## config.mk

```make
export PLATFORM = sky130hd
export DESIGN_NAME = fetch_decode_queue_flat
export DESIGN_NICKNAME = d
export VERILOG_FILES = /design/src/rtl/fetch_decode_queue_if.sv /design/src/rtl/fetch_decode_queue.sv /design/src/flat_wrapper.sv
export SDC_FILE = /design/constraint.sdc
export NUM_CORES = 1
export LEC_CHECK = 0
export BUFFER_PORTS_ARGS = -buffer_cell sky130_fd_sc_hd__buf_2
export CAP_MARGIN = 20
export CORE_ASPECT_RATIO = 1.5
export CORE_MARGIN = 2
export CORE_UTILIZATION = 35
export CTS_BUF_LIST = sky130_fd_sc_hd__clkbuf_8
export CTS_CLUSTER_DIAMETER = 150
export CTS_CLUSTER_SIZE = 24
export DETAILED_ROUTE_END_ITERATION = 10
export SLEW_MARGIN = 20
export SYNTH_ARGS = -nofsm -noshare
export SYNTH_HDL_FRONTEND = slang
export SYNTH_SLANG_ARGS = --single-unit
```

## constraint.sdc

```tcl
create_clock -name clk -period 5.6 [get_ports clk]
set_input_delay 0 -clock clk [delete_from_list [all_inputs] [get_ports clk]]
set_output_delay 0 -clock clk [all_outputs]
set_load 0.01 [all_outputs]
```

## src/rtl/fetch_decode_queue_if.sv

```systemverilog
// ---------------------------------------------------------------------------
// fetch_decode_queue_if
//
// Bundles the fetch-side push handshake, the decode-side pop handshake, the
// flush request and the occupancy count of the fetch/decode instruction queue.
//
//   inValid   fetch -> queue   fetch presents an instruction
//   inInstr   fetch -> queue   16-bit instruction word
//   inNextPc  fetch -> queue   PC+2 of that instruction
//   inReady   queue -> fetch   queue can accept an entry this cycle
//   outValid  queue -> decode  head entry is valid
//   outInstr  queue -> decode  head instruction (NOP when empty)
//   outNextPc queue -> decode  head PC+2 (zero when empty)
//   outReady  decode -> queue  decode consumes the head entry
//   flush     branch -> queue  discard all entries and any same-cycle push
//   count     queue -> any     number of occupied entries
//
// Modports: master = the fetch/decode/branch side, slave = the queue itself.
// ---------------------------------------------------------------------------
interface fetch_decode_queue_if #(
    parameter int DEPTH = 4
);
    localparam int CW = $clog2(DEPTH) + 1;

    logic          inValid;
    logic [15:0]   inInstr;
    logic [15:0]   inNextPc;
    logic          inReady;
    logic          outValid;
    logic [15:0]   outInstr;
    logic [15:0]   outNextPc;
    logic          outReady;
    logic          flush;
    logic [CW-1:0] count;

    modport master (
        output inValid,
        output inInstr,
        output inNextPc,
        input  inReady,
        input  outValid,
        input  outInstr,
        input  outNextPc,
        output outReady,
        output flush,
        input  count
    );

    modport slave (
        input  inValid,
        input  inInstr,
        input  inNextPc,
        output inReady,
        output outValid,
        output outInstr,
        output outNextPc,
        input  outReady,
        input  flush,
        output count
    );
endinterface

```

## src/rtl/fetch_decode_queue.sv

```systemverilog
// ---------------------------------------------------------------------------
// fetch_decode_queue
//
// Instruction queue between fetch and decode of the 16-bit pipeline. Each
// entry is {instr, nextPc}. Fetch pushes and decode pops with valid/ready
// handshakes; a flush empties the queue in one cycle so wrong-path
// instructions never reach decode.
//
// Ports:
//   clk   clock, all state updates on the rising edge
//   rst   asynchronous active-low reset, clears all state immediately
//   bus   fetch_decode_queue_if.slave (handshakes, flush, count)
//
// Parameter:
//   DEPTH number of entries, power of two, minimum 2
// ---------------------------------------------------------------------------
module fetch_decode_queue #(
    parameter int DEPTH = 4
) (
    input  logic                    clk,
    input  logic                    rst,
    fetch_decode_queue_if.slave     bus
);
    localparam int PW = $clog2(DEPTH);
    localparam int CW = PW + 1;

    localparam logic [15:0] NOP_INSTR = 16'h0800;

    logic [31:0]   r_mem [DEPTH];
    logic [PW-1:0] r_wr_ptr;
    logic [PW-1:0] r_rd_ptr;
    logic [CW-1:0] r_count;

    logic          w_in_ready;
    logic          w_out_valid;
    logic          w_push;
    logic          w_pop;
    logic [31:0]   w_head;

    // Readiness comes from the registered count only, so there is no
    // combinational path from outReady or flush back to fetch. A pop while
    // full therefore frees a slot only from the next cycle on.
    assign w_in_ready  = (r_count != CW'(DEPTH));
    assign w_out_valid = (r_count != '0);

    // Flush suppresses both handshakes in the cycle it is asserted.
    assign w_push = bus.inValid & w_in_ready & ~bus.flush;
    assign w_pop  = w_out_valid & bus.outReady & ~bus.flush;

    // Pointers are PW bits wide and wrap modulo DEPTH naturally; the separate
    // count distinguishes full from empty when the pointers are equal.
    // NOTE: sequential state uses non-blocking assignments so every register
    // samples pre-edge values regardless of statement order. The storage
    // array is reset here as well because the reset state clears it to zero.
    always_ff @(posedge clk or negedge rst) begin
        if (!rst) begin
            r_wr_ptr <= '0;
            r_rd_ptr <= '0;
            r_count  <= '0;
            for (int i = 0; i < DEPTH; i++) begin
                r_mem[i] <= '0;
            end
        end else if (bus.flush) begin
            // Storage contents are left as-is; only the bookkeeping is cleared.
            r_wr_ptr <= '0;
            r_rd_ptr <= '0;
            r_count  <= '0;
        end else begin
            if (w_push) begin
                r_mem[r_wr_ptr] <= {bus.inInstr, bus.inNextPc};
                r_wr_ptr        <= r_wr_ptr + 1'b1;
            end
            if (w_pop) begin
                r_rd_ptr <= r_rd_ptr + 1'b1;
            end
            unique case ({w_push, w_pop})
                2'b10:   r_count <= r_count + 1'b1;
                2'b01:   r_count <= r_count - 1'b1;
                default: r_count <= r_count;
            endcase
        end
    end

    // Head is read from storage only; a same-cycle push is never bypassed.
    assign w_head = r_mem[r_rd_ptr];

    assign bus.inReady   = w_in_ready;
    assign bus.outValid  = w_out_valid;
    assign bus.outInstr  = w_out_valid ? w_head[31:16] : NOP_INSTR;
    assign bus.outNextPc = w_out_valid ? w_head[15:0]  : 16'h0000;
    assign bus.count     = r_count;

endmodule

```

## src/flat_wrapper.sv

```systemverilog
// flat-port wrapper written by rule: the top's interface ports become plain ports
module fetch_decode_queue_flat 
#(
    parameter int DEPTH = 4
)
  (clk, rst, bus_inValid, bus_inInstr, bus_inNextPc, bus_inReady, bus_outValid, bus_outInstr, bus_outNextPc, bus_outReady, bus_flush, bus_count);
  fetch_decode_queue_if #(.DEPTH(DEPTH)) bus_i ();
  input  logic clk;
  input  logic rst;
  input wire logic [$bits(bus_i.inValid)-1:0] bus_inValid;
  input wire logic [$bits(bus_i.inInstr)-1:0] bus_inInstr;
  input wire logic [$bits(bus_i.inNextPc)-1:0] bus_inNextPc;
  output wire logic [$bits(bus_i.inReady)-1:0] bus_inReady;
  output wire logic [$bits(bus_i.outValid)-1:0] bus_outValid;
  output wire logic [$bits(bus_i.outInstr)-1:0] bus_outInstr;
  output wire logic [$bits(bus_i.outNextPc)-1:0] bus_outNextPc;
  input wire logic [$bits(bus_i.outReady)-1:0] bus_outReady;
  input wire logic [$bits(bus_i.flush)-1:0] bus_flush;
  output wire logic [$bits(bus_i.count)-1:0] bus_count;
  assign bus_i.inValid = bus_inValid;
  assign bus_i.inInstr = bus_inInstr;
  assign bus_i.inNextPc = bus_inNextPc;
  assign bus_inReady = bus_i.inReady;
  assign bus_outValid = bus_i.outValid;
  assign bus_outInstr = bus_i.outInstr;
  assign bus_outNextPc = bus_i.outNextPc;
  assign bus_i.outReady = bus_outReady;
  assign bus_i.flush = bus_flush;
  assign bus_count = bus_i.count;
  fetch_decode_queue #(.DEPTH(DEPTH)) u_core (.clk(clk), .rst(rst), .bus(bus_i));
endmodule
```

; ---- Word level (Yosys, flattened, before mapping)
; Index checks and enable logic that the tools add are counted.
[totals]
regBits = 135
latchBits = 0
ram_bits = 0
rom_bits = 0
output_inout_bits = 37
word_cells = 44
mem_count = 0
[op_classes]
add_sub_neg = 4
multipliers = 0
n_div = 0
magnitude_cmp = 3
eq_ne = 3
shifts = 0
mux = 14
n_bitwise = 7
n_reduce_logical = 6
[op_table]
columns = op, n
row1 = 128-bit bitwise mux, 1
row2 = 32-bit 2-to-1 mux, 3
row3 = 32-bit binary-select mux with 2-bit select, 1
row4 = 32-bit demux with 2-bit select, 1
row5 = 16-bit 2-to-1 mux, 2
row6 = 2-bit 2-to-1 mux, 4
row7 = "3-bit >= comparator, second input constant", 2
row8 = 2-bit NOT with 3-bit output, 2
row9 = 3-bit one-hot mux with 2 select lines, 1
row10 = 3-bit nonzero test, 2
row11 = "2-bit by 1-bit adder with 2-bit output, second input constant", 2
row12 = 1-bit AND, 4
row13 = 2-bit nonzero test, 2
row14 = "3-bit by 1-bit adder with 3-bit output, second input constant", 1
row15 = "3-bit by 1-bit less-than comparator with 1-bit output, second input constant", 1
row16 = 3-bit 2-to-1 mux, 1
row17 = "3-bit != test, second input constant", 1
row18 = "3-bit by 1-bit subtractor with 3-bit output, second input constant", 1
row19 = "2-bit by 1-bit == test with 1-bit output, second input constant", 1
row20 = "2-bit == test, second input constant", 1
row21 = 2-bit AND reduction, 1
row22 = 1-bit logical AND, 1
row23 = 1-bit NOT, 1

; ---- Depth between registers and ports, before layout
[depth]
word_depth = 6
depth_mapped = 10
ltp_nobuf = 8

; ---- Worst setup path after synthesis
; No wires, ideal clock.
[synth_path]
kind = reg-to-reg
start = reg u_core.r_count[1] (netlist: u_core.bus.count[1])
end = reg u_core.r_count[1] (netlist: u_core.bus.count[1])
setup_ns = 0.125
t_arrival_ns = 2.293
slack_ns = 3.181
stages_incl_launch_ff = 11
path_buffers = 2
cell_sequence = dfrtp_1 buf_2 or3_1 clkbuf_1 nand2_1 nor3_1 fa_1 nor2_1 a21oi_1 o21ai_0 a2111oi_0
[synth_via]
elab_chain_len = 6
word_cells_on_any_way = 13
cone_classes = add/sub (2) / eq/ne (3) / mux (2) / bitwise (4) / reduce/logical (2)
[synth_lines]
columns = element, line_no
row1 = from (decl), fetch_decode_queue.sv:32  ; logic [CW-1:0] r_count;
row2 = from (signal assigned), fetch_decode_queue.sv:77  ; 2'b10: r_count <= r_count + 1'b1;
row3 = from (signal assigned), fetch_decode_queue.sv:78  ; 2'b01: r_count <= r_count - 1'b1;
row4 = from (signal assigned), fetch_decode_queue.sv:79  ; default: r_count <= r_count;
row5 = 3-bit != test / 3-bit nonzero test (equally long branches), "fetch_decode_queue.sv:43, fetch_decode_queue.sv:44"
row6 = "1-bit AND, on equally long branches (2 in series)", "fetch_decode_queue.sv:47, fetch_decode_queue.sv:48"
row7 = 2-bit by 1-bit == test with 1-bit output / 2-bit == test (equally long branches), fetch_decode_queue.sv:76  ; unique case ({w_push, w_pop})
row8 = 3-bit one-hot mux with 2 select lines, fetch_decode_queue.sv:76
row9 = 3-bit 2-to-1 mux, fetch_decode_queue.sv:63  ; end else if (bus.flush) begin
; Parallel ways exist; a longest one is shown, timed or not.
; A chain may end at the register's enable or synchronous reset.

; ---- Final worst setup path
; Same ends and word-level chain as after synthesis.

==> impl_results.md <==
* Status: completed
* Share of layout cells above drive strength 1 at 50.0%
* Clock H-tree levels at 4
* GRT Total Usage at 14.7%
* Worst-Skew Late Latency at 0.43 ns
* Nets at 557
* Total CTS buffers at 17
* Synth top area cells: dfrtp_1 52%, mux2_2 19%, mux4_2 11%
* Die Wd at 115 um
* Die area at 0.0196 sq mm
* Max VDD drop at about 0.18 mV
* Diodes inserted at 0
* Syn Inst Count at 412
* RSZ-0062 raised after global routing: no
* Effective utilization at floorplan at 35.4%
* Slew Limit Headroom at 34.7%
* Sw Ratio at 26.3%
* Iter 0 DRT Violations at 103
* Clock tree from TritonCTS: built
* Leak Pwr at about 3.5 nW
* Count leader, synth: dfrtp_1
* Critical path class: register to register
* Synth Area in Simple Gates at roughly 5.8%
* Hold Path Class: input pin to async pin
* FP Rows at 61
* Mapped Area at approximately 0.0065 sq mm
* Post-Synth Adder-Cell Area at 1.08%
* First-pass GRT wire length at 22,000 um
* # IOs at 74
* Routability cong. at 0.722
* CP Depth at 9
* Critical Path RT at 5.89 ns
* Sink Count at 135
* Initial antenna violation count at 0
* Core area at approximately 0.018 sq mm
* Final Setup Violations at 0
* Sequential power share at 45.7%
* Ys async rst share at 100%
* Register area share after synthesis at 52.1%
* Syn avg cell area at 15.7 sq um
* Root Driver: clkbuf_8
* Area growth, synth to finish at 18.5%
* WL/cell at 18.2 um
* Synth Warn # at 0
* Dominant synthesized flop cell: dfrtp_1
* Fmax at about 0.37 GHz
* Max Slew Vio Count at 0
* Vias/cell at 5.02
* Clk pin slew, worst setup/hold paths at 0.08 ns
* Worst Setup End Kind: register
* Post-synth EDFFs at 0
* Pwr per Cell Area at 426 mW/mm^2
* Net Switching at between 0.0008 and 0.0009 W
* Crit-path max cell delay at 0.51 ns
* Cts repair resizes at 0
* Clock skew at 0.00805 ns
* Area leader, netlist: dfrtp_1
* Comb pwr share at 25.5%
* Crit-path leading delay family: simple AND/OR/NAND/NOR gates
* Setup TNS at 0 ns
* Final WL at around 14,000 um
* Yosys cell types at 35
* Power Internal at 0.00242 W
* Slowest CP cell: dfrtp_1
* Clock power frac at 28.8%
* Vert. Die Dim at approximately 170 um
* Final worst slack at slightly below 3 ns
* Buffers and inverters on the worst path at 1
* Post-route ant nets at 0
* Max cap viols at 0
* IO Port Bufs at 73
* Min Tclk post-route at between 2 and 3 ns
* Compound-Gate Fraction of Synth Area at roughly 1.5%
* DRC Markers at 0
* Drt first pass iters at 6
* Maximum fanout along the worst path at 34
* Post-Synth XOR/XNOR Area at 0.405%
* Combinational family with the most area after synthesis: multiplexers
* Mapped Nets at 454
* Area share of the largest cell type after synthesis at between 50% and 60%
* Total congestion overflow at 0
* Number of global-route vias before repair at 4,136
* Pre-CTS WS at 2.84 ns
* Largest net degree at the start of global routing at 78
* Dpl hpwl at ~8000 um
* #FFs+latches synth at about 140
* Critical path cell sequence: or3_1, buf_4, nand2_1, nor3_1, fa_1, nor2_1, a21oi_1, o21ai_0, a2111oi_0
* Least-Margin Pin Slew at roughly 0.98 ns
* CTS Buffer Depth at 2
* CP arrival at roughly 3 ns
* Routed via count at approximately 3,800
* Worst R2R Path Depth at 9
* Crit path launch type: register
* Post-route clock period utilization at about half
* Top post-synthesis cells by count: 135 x dfrtp_1, 107 x mux2_2, 32 x and2_1, 32 x mux4_2
* Mux contribution to synthesized area at 34.1%
* Final Hold Viols at 0
==> power by group through the flow <==
stage                     Clock, W  Sequential (W)  Combinational, W
after floorplan                  0         0.00144          0.000665
after global placement           0         0.00148          0.000800
after detailed placement         0         0.00152          0.000833
after CTS                 0.000968         0.00150          0.000856
after global routing       0.00101         0.00154          0.000913
final                     0.000942         0.00150          0.000836
==> state kept, by name, indices dropped and copies added, names as in the netlist <==
| signal | cells |
|---|---|
| u_core.bus.count | 3 |
| u_core.r_mem | 128 |
| u_core.r_rd_ptr | 2 |
| u_core.r_wr_ptr | 2 |
==> routing by layer <==
| metal | wire [um] | vias up | global-route usage [%] |
|---|---|---|---|
| met5 | 0 | - | 0 |
| met4 | 114 | 0 | 4.03 |
| met3 | 506 | 9 | 3.58 |
| met2 | 6830 | 71 | 24.6 |
| met1 | 6140 | 1980 | 19.0 |
| li1 | - | 1696 | - |
==> cells in the final DEF (no fill, tap or decap), types with 5 or more instances in the layout <==
cell | Yosys | layout
buf_2 | 5 | 72
bufinv_16 | 0 | 5
nor2_1 | 8 | 8
mux2_1 | 12 | 12
and2_1 | 32 | 32
mux2_2 | 107 | 107
dfrtp_1 | 135 | 133
clkbuf_8 | 0 | 20
dlygate4sd3_1 | 0 | 37
mux2_4 | 10 | 10
mux4_2 | 32 | 32
a21oi_1 | 6 | 6
==> cell type report <==
class / count / area [sq um]
Timing Repair Buffer: 113 / 764
Multi-Input combinational cell: 245 / 2780
Clock inverter: 12 / 198
Inverter: 3 / 11.3
Fill cell: 1695 / 10600
Tap cell: 220 / 275
Clock buffer: 20 / 275
Sequential cell: 135 / 3380
==> logic make-up (layout without fill, tap and decap cells) <==
kind of cell | Yosys count | in the layout
mux | 161 | 161
flops | 135 | 135
simple gates | 60 | 60
buf+inv | 32 | 148
compound gates | 16 | 16
fa+ha+maj | 5 | 5
xor+xnor | 3 | 3
==> stage by stage <==
stage / cells / utilization, % / cell area [sq um] / hold WS [ns] / total power [W]
after global placement: 679 / 37.3 / 6840 / 0.0554 / 0.00228
after CTS: 748 / 41.9 / 7680 / 0.166 / 0.00332
after detailed placement: 679 / 37.3 / 6840 / 0.0847 / 0.00235
after floorplan: 412 / - / 6480 / -0.296 / 0.00210
after global routing: 748 / 41.9 / 7680 / 0.218 / 0.00346
final: 748 / 41.9 / 7680 / 0.149 / 0.00328
==> final timing paths <==
kind	start	endpoint	slack (ns)
hold reg to reg	u_core.r_mem[12]$_DFFE_PN0P_	u_core.r_mem[12]$_DFFE_PN0P_	0.49
setup / recovery	u_core.bus.count[1]$_DFFE_PN0P_	u_core.bus.count[1]$_DFFE_PN0P_	2.89
hold / removal	rst	u_core.r_mem[29]$_DFFE_PN0P_	0.15
min in group clk	bus_inNextPc[12]	u_core.r_mem[12]$_DFFE_PN0P_	0.37
setup reg to reg	u_core.bus.count[1]$_DFFE_PN0P_	u_core.bus.count[1]$_DFFE_PN0P_	2.89
max in group asynchronous	rst	u_core.r_rd_ptr[1]$_DFFE_PN0P_	4.15
==> what timing repair did <==
action                                 4_1_cts  5_1_grt
hold buffers                                37        0
endpoints found under the hold margin      211        0
setup buffers                                0        0
Power figures use the tool's default switching activity.
